==> config.mk <==
export PLATFORM = sky130hd
export DESIGN_NAME = func_unit
export DESIGN_NICKNAME = d
export VERILOG_FILES = /design/src/rtl/func_unit.sv
export SDC_FILE = /design/constraint.sdc
export NUM_CORES = 1
export LEC_CHECK = 0
export ABC_AREA = 1
export BUFFER_PORTS_ARGS = -buffer_cell sky130_fd_sc_hd__buf_2
export CAP_MARGIN = 5
export CORE_UTILIZATION = 55
export CTS_CLUSTER_SIZE = 40
export DETAILED_ROUTE_END_ITERATION = 8
export PLACE_DENSITY = 0.69
export SLEW_MARGIN = 0
export SYNTH_ARGS = -nofsm -noshare
export SYNTH_HDL_FRONTEND = slang
export SYNTH_SLANG_ARGS = --single-unit
==> constraint.sdc <==
create_clock -name CLK -period 4.26 [get_ports CLK]
set_input_delay 0.213 -clock CLK [delete_from_list [all_inputs] [get_ports CLK]]
set_output_delay 0.213 -clock CLK [all_outputs]
set_load 0.02 [all_outputs]
==> src/rtl/func_unit.sv <==
// Register-file function unit: single-cycle ALU/shift ops and a shift-add
// multiply, with a START/BUSY/DONE handshake for the control sequencer.
module func_unit #(
  parameter int WIDTH = 16
) (
  input  logic             CLK,
  input  logic             RESET,
  input  logic [WIDTH-1:0] A,
  input  logic [WIDTH-1:0] B,
  input  logic [3:0]       FS,
  input  logic             START,
  output logic [WIDTH-1:0] F,
  output logic             V,
  output logic             C,
  output logic             N,
  output logic             Z,
  output logic             BUSY,
  output logic             DONE
);

  localparam int CW = $clog2(WIDTH + 1);
  localparam logic [CW-1:0] LAST = CW'(WIDTH - 1);
  localparam int MSB = WIDTH - 1;

  typedef enum logic [1:0] {
    S_IDLE = 2'd0,
    S_MUL  = 2'd1,
    S_DONE = 2'd2
  } state_t;

  state_t             state_q, state_d;
  logic [WIDTH-1:0]   f_q, f_d;
  logic               v_q, v_d;
  logic               c_q, c_d;
  logic               n_q, n_d;
  logic               z_q, z_d;
  logic [CW-1:0]      cnt_q, cnt_d;
  logic [2*WIDTH-1:0] mcand_q, mcand_d;
  logic [WIDTH-1:0]   mult_q, mult_d;
  logic [2*WIDTH-1:0] acc_q, acc_d;

  logic [WIDTH-1:0]   y;
  logic               cin;
  logic               arith;
  logic [WIDTH:0]     sum;
  logic [WIDTH-1:0]   alu_f;
  logic               alu_c;
  logic               alu_v;
  logic [2*WIDTH-1:0] acc_nxt;

  always_comb begin
    y     = '0;
    cin   = 1'b0;
    arith = 1'b0;
    alu_f = '0;
    alu_c = 1'b0;
    alu_v = 1'b0;
    unique case (FS)
      4'b0000: arith = 1'b1;
      4'b0001: begin arith = 1'b1; cin = 1'b1; end
      4'b0010: begin arith = 1'b1; y = B; end
      4'b0011: begin arith = 1'b1; y = B; cin = 1'b1; end
      4'b0100: begin arith = 1'b1; y = ~B; end
      4'b0101: begin arith = 1'b1; y = ~B; cin = 1'b1; end
      4'b0110: begin arith = 1'b1; y = '1; end
      4'b0111: arith = 1'b1;
      4'b1000: alu_f = A & B;
      4'b1001: alu_f = A | B;
      4'b1010: alu_f = A ^ B;
      4'b1011: alu_f = ~A;
      4'b1100: alu_f = B;
      4'b1101: begin
        alu_f = {1'b0, B[MSB:1]};
        alu_c = B[0];
      end
      4'b1110: begin
        alu_f = {B[MSB-1:0], 1'b0};
        alu_c = B[MSB];
      end
      4'b1111: alu_f = '0;
      default: alu_f = '0;
    endcase
    sum = {1'b0, A} + {1'b0, y} + {{WIDTH{1'b0}}, cin};
    if (arith) begin
      alu_f = sum[WIDTH-1:0];
      alu_c = sum[WIDTH];
      alu_v = (A[MSB] == y[MSB]) & (alu_f[MSB] != A[MSB]);
    end
  end

  assign acc_nxt = mult_q[0] ? (acc_q + mcand_q) : acc_q;

  always_comb begin
    state_d = state_q;
    f_d     = f_q;
    v_d     = v_q;
    c_d     = c_q;
    n_d     = n_q;
    z_d     = z_q;
    cnt_d   = cnt_q;
    mcand_d = mcand_q;
    mult_d  = mult_q;
    acc_d   = acc_q;
    unique case (state_q)
      S_IDLE: begin
        if (START) begin
          if (FS == 4'b1111) begin
            mcand_d = {{WIDTH{1'b0}}, A};
            mult_d  = B;
            acc_d   = '0;
            cnt_d   = '0;
            state_d = S_MUL;
          end else begin
            f_d     = alu_f;
            v_d     = alu_v;
            c_d     = alu_c;
            n_d     = alu_f[MSB];
            z_d     = (alu_f == '0);
            state_d = S_DONE;
          end
        end
      end
      S_MUL: begin
        acc_d   = acc_nxt;
        mcand_d = mcand_q << 1;
        mult_d  = mult_q >> 1;
        cnt_d   = cnt_q + 1'b1;
        // last iteration's sum goes straight into F
        if (cnt_q == LAST) begin
          f_d     = acc_nxt[WIDTH-1:0];
          v_d     = 1'b0;
          c_d     = |acc_nxt[2*WIDTH-1:WIDTH];
          n_d     = acc_nxt[MSB];
          z_d     = (acc_nxt[WIDTH-1:0] == '0);
          state_d = S_DONE;
        end
      end
      S_DONE: state_d = S_IDLE;
      default: state_d = S_IDLE;
    endcase
  end

  always_ff @(posedge CLK or negedge RESET) begin
    if (!RESET) begin
      state_q <= S_IDLE;
      f_q     <= '0;
      v_q     <= 1'b0;
      c_q     <= 1'b0;
      n_q     <= 1'b0;
      z_q     <= 1'b0;
      cnt_q   <= '0;
      mcand_q <= '0;
      mult_q  <= '0;
      acc_q   <= '0;
    end else begin
      state_q <= state_d;
      f_q     <= f_d;
      v_q     <= v_d;
      c_q     <= c_d;
      n_q     <= n_d;
      z_q     <= z_d;
      cnt_q   <= cnt_d;
      mcand_q <= mcand_d;
      mult_q  <= mult_d;
      acc_q   <= acc_d;
    end
  end

  assign F    = f_q;
  assign V    = v_q;
  assign C    = c_q;
  assign N    = n_q;
  assign Z    = z_q;
  assign BUSY = (state_q != S_IDLE);
  assign DONE = (state_q == S_DONE);

endmodule

==> results of run 1 <==
metrics by stage:
stage | power, mW | std cells | setup WS [ns] | hold slack, ns | area [sq um]
6_report | 5.956 | 1787 | 1.295 | 0.1491 | 10510
2_1_floorplan | 4.170 | 1526 | 1.272 | -0.08259 | 9803
5_1_grt | 6.520 | 1787 | 1.006 | 0.1514 | 10510
4_1_cts | 5.969 | 1787 | 1.336 | 0.1352 | 10510
3_3_place_gp | 4.960 | 1772 | 1.111 | 0.1054 | 10190
3_5_place_dp | 5.018 | 1772 | 0.9931 | 0.1087 | 10190
per-layer routing:
layer	part of all wire, %	wire (um)
met1	43	12230
met2	49	13910
met3	3.4	966
met4	3.9	1109
met5	0	0
final cells by class:
cell class,count,area [sq um],area share (%)
inverters,268,1011,9.618
well taps,225,281.5,2.678
clock buffers,10,239.0,2.274
multi-input cells,1105,5878,55.92
repair buffers,69,372.9,3.547
clock inverters,4,76.32,0.7261
flip-flops and latches,106,2653,25.24
synth_stat cells (all sizes together):
cell / n / area (sq um)
a21o: 1 / 7.510
nand2: 485 / 1848
or2: 15 / 93.84
a221oi: 1 / 15.01
xnor2: 5 / 43.79
buf: 25 / 178.9
xor2: 5 / 43.79
o2111ai: 1 / 8.760
nand3: 97 / 490.5
a211oi: 2 / 15.01
inv: 268 / 1011
o211ai: 37 / 277.8
o211a: 1 / 10.01
nand4: 13 / 96.34
clkbuf: 22 / 82.58
nor4: 3 / 18.77
a22o: 8 / 70.07
nor2: 106 / 434.2
o21a: 15 / 112.6
a32o: 1 / 10.01
nor3: 11 / 55.05
o21ai: 96 / 480.5
ha: 80 / 1001
dfrtp: 106 / 2653
a21oi: 56 / 280.3
nand3b: 3 / 22.52
o221ai: 1 / 8.760
o22ai: 55 / 344.1
a21boi: 4 / 30.03
fa: 3 / 60.06
path summary, 6_finish.rpt:
kind                       slack [ns]     endpoint  cells past startpoint        from
max                              1.30            C                     16  mcand_q[0]
min in group asynchronous        0.28   mult_q[12]                      2       RESET
min                              0.15    mult_q[6]                      3        B[6]
min reg2reg                      0.49        F[13]                      1       F[13]
max reg2reg                      1.30            C                     16  mcand_q[0]
max in group asynchronous        2.98  mcand_q[26]                      3       RESET
power breakdown:
group          total [mW]  switching (mW)  internal, mW
registers            1.71           0.294          1.42
logic                3.32            2.15          1.17
clock network       0.924           0.396         0.528
total                5.96            2.84          3.11
cell families after synthesis:
logic type | share of synthesized area (%)
flip-flops | 27.06
buffers and inverters | 12.98
adder cells (fa/ha/maj) | 10.82
XOR/XNOR | 0.8934
AND/OR/NAND/NOR | 31.21
AO/OA/AOI/OAI | 17.04
worst reg2reg max path, cell delays in order, from the launching register on:
cell and delay, ns:
dfrtp_1 0.41, ha_1 0.27, fa_1 0.47, nand3_1 0.14, nand3_1 0.16, nand3_1 0.11
nand3_1 0.16, nand2_1 0.21, nand2_1 0.08, nand2_1 0.07, nand3_1 0.07, nand2_1 0.12
nand2_1 0.06, nor2_1 0.14, nand4_1 0.21, nand2_1 0.13, nand2_1 0.05
registers in the layout, summed over array words and instances (netlist names):
signal,count
C,1
mcand_q,32
acc_q,32
mult_q,16
Z,1
V,1
F,16
state_q,2
cnt_q,5
==> results.yml, run 1 <==
place:
  io_buffers: 60
  hpwlAfterDp_mm: 21.91
  gp_congestion: 0.9572
min_path:
  hp-class: "input port to register"
floorplanning:
  chipHeight_um: 135.5
  die_w_um: 135.5
  io_pins: 61
  dieArea_sq_um: 18360
  core_area_sq_um: 17360
  row_count: 48
  start_util_pct: 56.48
global_route:
  track_usage_pct: 31.71
  grt_busiest_layer: "met2"
  grt_pass1_wl_mm: 45.30
  grt.met3_usage_pct: 3.741
  first_global_vias: 9109
  grt_max_degree: 98
  grt_util_met2_pct: 55.93
  grt_overflow: 0
  grt_antenna_before_repair: 0
  grt_use_met1_pct: 38.54
synthesis:
  syn_inst: 1526
  ys_types: 45
  synth.net_count: 1648
  netlist_area_sq_um: 9803
  ys_seq_area_share_pct: 27.06
  syn_area_per_cell_sq_um: 6.424
  synth-seq-cells: 106
  yosysWarnings: 0
worst_setup_path:
  cpLargestDelayFamily: "simple AND/OR/NAND/NOR gates"
  critical-path-slowest-cell: "fa_1"
  crit_chain: "ha_1 > fa_1 > nand3_1 > nand3_1 > nand3_1 > nand3_1 > nand2_1 > nand2_1 > nand2_1 > nand3_1 > nand2_1 > nand2_1 > nor2_1 > nand4_1 > nand2_1 > nand2_1"
  crit_top_cell: "nand2_1"
  crit_required_ns: 4.51
  critical_path_buf_inv_count: 0
  path_class: "register to register"
  start_kind: "register"
  critical_path_arrival_ns: 3.21
  endpoint_kind: "register"
  max_stage_delay_ns: 0.47
  path_max_fanout: 5
cts:
  clock-sinks: 106
  clockBufferDepth: 2
  ctsHoldBuffers: 1
  clockRootBuffer: "clkbuf_16"
  cts-buffers-inserted: 9
  cts_tree: "built"
  cts.clk_slew.worst_paths_ns: 0.08
  htreeDepth: 3
  clkLatencyLatePin_ns: 0.36
  post-cts-setup-buffers: 0
  ctsResizeCount: 0
sta:
  hold_violations: 0
  skew_ns: 0.009398
  setup_viol: 0
  worst_pin_slew_ns: 0.9216
  maxSlewHeadroom_pct: 38.56
  drv_slew: 0
  setup_tns_ns: 0
  rsz0062_at_grt: "no"
  fin_crit_ns: 2.965
  fmax_mhz: 337.3
  period_share_pct: 69.60
drt:
  firstDrtPassIters: 6
  drtIter0Drc: 451
  drt-total-wl_mm: 28.22
  via_per_inst: 5.417
  wl_per_cell_um: 15.79
  drc: 0
  ant_nets: 0
  vias: 9681
cells_and_area:
  fin_nets: 1681
  num-fill-cells: 1725
  diodes: 0
  utilization_pct: 60.56
  mostFrequentLayoutCells: "476 x nand2_1, 258 x inv_1, 106 x dfrtp_1"
  final_common_cell: "nand2_1"
  syn2layout_area_growth_pct: 7.224
  drive_above_1_share_pct: 7.682
status:
  outcome: "finished clean"
flow_run:
  maxCapViolations: 0
power:
  powerDensity_nw_per_um2: 566.6
  p_leak_nw: 5.716
  peakVddDrop_mv: 0.3315
No activity file was read; power rests on OpenSTA's default activity.
==> inputs of run 2 (changes only) <==
ABC_AREA = 0   (was 1)
PLACE_DENSITY = 0.72   (was 0.69)
clock period = 2.5 ns   (was 4.26 ns; I/O delays follow)
==> results.yml, run 2 <==
drt:
  vias: 10130
  drc: 0
  wl_per_cell_um: 19.55
  drt-total-wl_mm: 32.02
  ant_nets: 0
  drtIter0Drc: 950
  firstDrtPassIters: 7
  via_per_inst: 6.182
sta:
  skew_ns: 0.01206
  hold_violations: 0
  maxSlewHeadroom_pct: 45.04
  drv_slew: 0
  setup_ws_ns: -0.8182
  setup_viol: 30
  fin_crit_ns: 3.318
  worst_pin_slew_ns: 0.8189
  rsz0062_at_grt: "yes"
  period_share_pct: 132.7
  timing.hold.ws_ns: 0.07090
  fmax_mhz: 301.4
floorplanning:
  die_w_um: 129.3
  core_area_sq_um: 15830
  dieArea_sq_um: 16720
  chipHeight_um: 129.3
  row_count: 46
  start_util_pct: 56.32
  io_pins: 61
cells_and_area:
  mostFrequentLayoutCells: "276 x buf_4, 172 x nand2_1, 106 x dfrtp_1"
  top_regs: "acc_q x32, mcand_q x32"
  syn2layout_area_growth_pct: 43.42
  fin_area_sq_um: 12780
  fin_nets: 1539
  drive_above_1_share_pct: 37.27
  num-fill-cells: 992
  diodes: 0
  final_common_cell: "buf_4"
global_route:
  grt_overflow: 0
  track_usage_pct: 36.12
  grt_max_degree: 80
  grt_pass1_wl_mm: 47.39
  first_global_vias: 9548
  grt_antenna_before_repair: 1
place:
  gp_congestion: 0.9443
  hpwlAfterDp_mm: 20.68
  io_buffers: 60
  postPlaceCellArea_sq_um: 11370
synthesis:
  synth.net_count: 1245
  syn_area_per_cell_sq_um: 7.937
  synthArstFlopShare_pct: 100.0
  synth_top_area_share_pct: 29.76
  ys_types: 77
  synth_area_leaders: "dfrtp_1 30%, ha_1 11%, nand2_1 7.7%"
  synth-edff-count: 0
  netlist_area_sq_um: 8914
  synthTopCellsByCount: "183 x nand2_1, 106 x dfrtp_1, 103 x nor2_1, 80 x ha_1, 75 x o21ai_0"
  syn_inst: 1123
  yosysMostFrequentCell: "nand2_1"
  ys_seq_area_share_pct: 29.76
  yosysTopAreaCell: "dfrtp_1"
  synth_flop_cell: "dfrtp_1"
  yosysWarnings: 0
  synth-seq-cells: 106
worst_setup_path:
  cpLargestDelayFamily: "compound AO/OA/AOI/OAI gates"
  r2r_setup_slack_ns: -0.82
  path_class: "register to register"
  max_stage_delay_ns: 0.48
  critical-path-slowest-cell: "or4_4"
  path_max_fanout: 4
  crit_chain: "ha_2 > fa_2 > a21o_1 > a221o_2 > a21oi_4 > a211oi_4 > a31oi_4 > xnor2_2 > or4_4 > a211oi_2 > and4_1 > a31oi_1"
  start_kind: "register"
  critical_path_arrival_ns: 3.56
  critical_path_buf_inv_count: 0
  endpoint_kind: "register"
  crit_required_ns: 2.74
cts:
  clockBufferDepth: 2
  cts.clk_slew.worst_paths_ns: 0.08
  clkLatencyLatePin_ns: 0.37
  htreeDepth: 3
  clock-sinks: 106
  clockRootBuffer: "clkbuf_16"
  cts-buffers-inserted: 9
  cts_tree: "built"
status:
  outcome: "complete, but fails checks"
  violations: "setup timing"
power:
  powerDensity_nw_per_um2: 1263
  peakVddDrop_mv: 0.7530
  p_leak_nw: 6.258
flow_run:
  maxCapViolations: 0
min_path:
  hp-class: "input port to register"
==> run 2: changes by cell type in the layout (fill, tap and decap cells not counted), moves of 24 or more <==
cell      delta
o211ai_1    -24
a31oi_1     +39
o21ai_0     -33
nand3_1     -63
o22ai_1     -50
nand2_1    -304
inv_1      -210
buf_4      +267
mux2i_1     +24
==> run 2: power by group <==
part	leakage, nW	total (mW)	switching (mW)	internal, mW
logic	4.80	11.6	5.81	5.84
clock network	0.140	1.46	0.758	0.700
registers	1.32	3.04	0.607	2.43
total	6.26	16.1	7.18	8.97
==> run 2: final cells by class <==
| cell class | instances | area (sq um) | area share, % |
|---|---|---|---|
| clock buffer | 9 | 225.2 | 1.762 |
| timing repair buffer | 358 | 2689 | 21.03 |
| clock inverter | 7 | 61.31 | 0.4796 |
| multi-input combinational | 891 | 6691 | 52.34 |
| inverter | 51 | 193.9 | 1.517 |
| tap | 216 | 270.3 | 2.114 |
| sequential | 106 | 2653 | 20.75 |
==> run 2: worst paths after layout <==
kind                           from    endpoint  depth (start not counted)
max in group asynchronous     RESET   acc_q[31]                          3
hold / removal                 A[6]  mcand_q[6]                          3
hold reg to reg                F[4]        F[4]                          2
min in group asynchronous     RESET   acc_q[21]                          2
setup / recovery           acc_q[0]           C                         12
setup reg to reg           acc_q[0]           C                         12
==> run 2: through the flow <==
step	cells	setup slack, ns	setup TNS, ns	utilization [%]	power (mW)
3_5_place_dp	1589	-0.8201	-10.63	71.85	11.63
5_1_grt	1638	-0.8969	-12.55	80.77	16.95
6_report	1638	-0.8182	-10.26	80.77	16.15
3_3_place_gp	1589	-0.7733	-8.612	71.85	11.43
2_1_floorplan	1123	-0.6031	-2.493	-	7.656
4_1_cts	1624	-0.6513	-5.652	77.38	14.32
==> run 2: what timing repair did <==
item                                   CTS  global route
hold buffers                             1             0
endpoints found under the hold margin   34             0
gates resized for setup                107            80
pin swaps                               60            53
buffers inserted                        25            17
setup endpoints to repair               33            38
==> run 2: logic make-up (layout without fill, tap and decap cells) <==
family	count (synthesis)	in the layout	share of synthesized area (%)
DFF	106	106	29.76
and+or+nand+nor	408	408	20.68
adders and majority gates	83	83	11.90
muxes	36	36	4.127
buffers and inverters	126	425	5.516
xor gates and xnor gates	38	38	3.734
AOI/OAI and AO/OA	326	326	24.28
==> run 2: worst reg2reg max path: stages, from the launching register on <==
cell      delay, ns
dfrtp_1        0.42
ha_2           0.22
fa_2           0.37
a21o_1         0.19
a221o_2        0.42
a21oi_4        0.20
a211oi_4       0.11
a31oi_4        0.24
xnor2_2        0.11
or4_4          0.49
a211oi_2       0.17
and4_1         0.20
a31oi_1        0.07
==> run 2: layer usage <==
layer,vias to the layer above,global-route usage [%],wire [um]
li1,4616,-,-
met3,160,4.418,1837
met2,494,64.64,16170
met1,4854,42.87,12360
met5,-,0,9
met4,2,17.51,1633
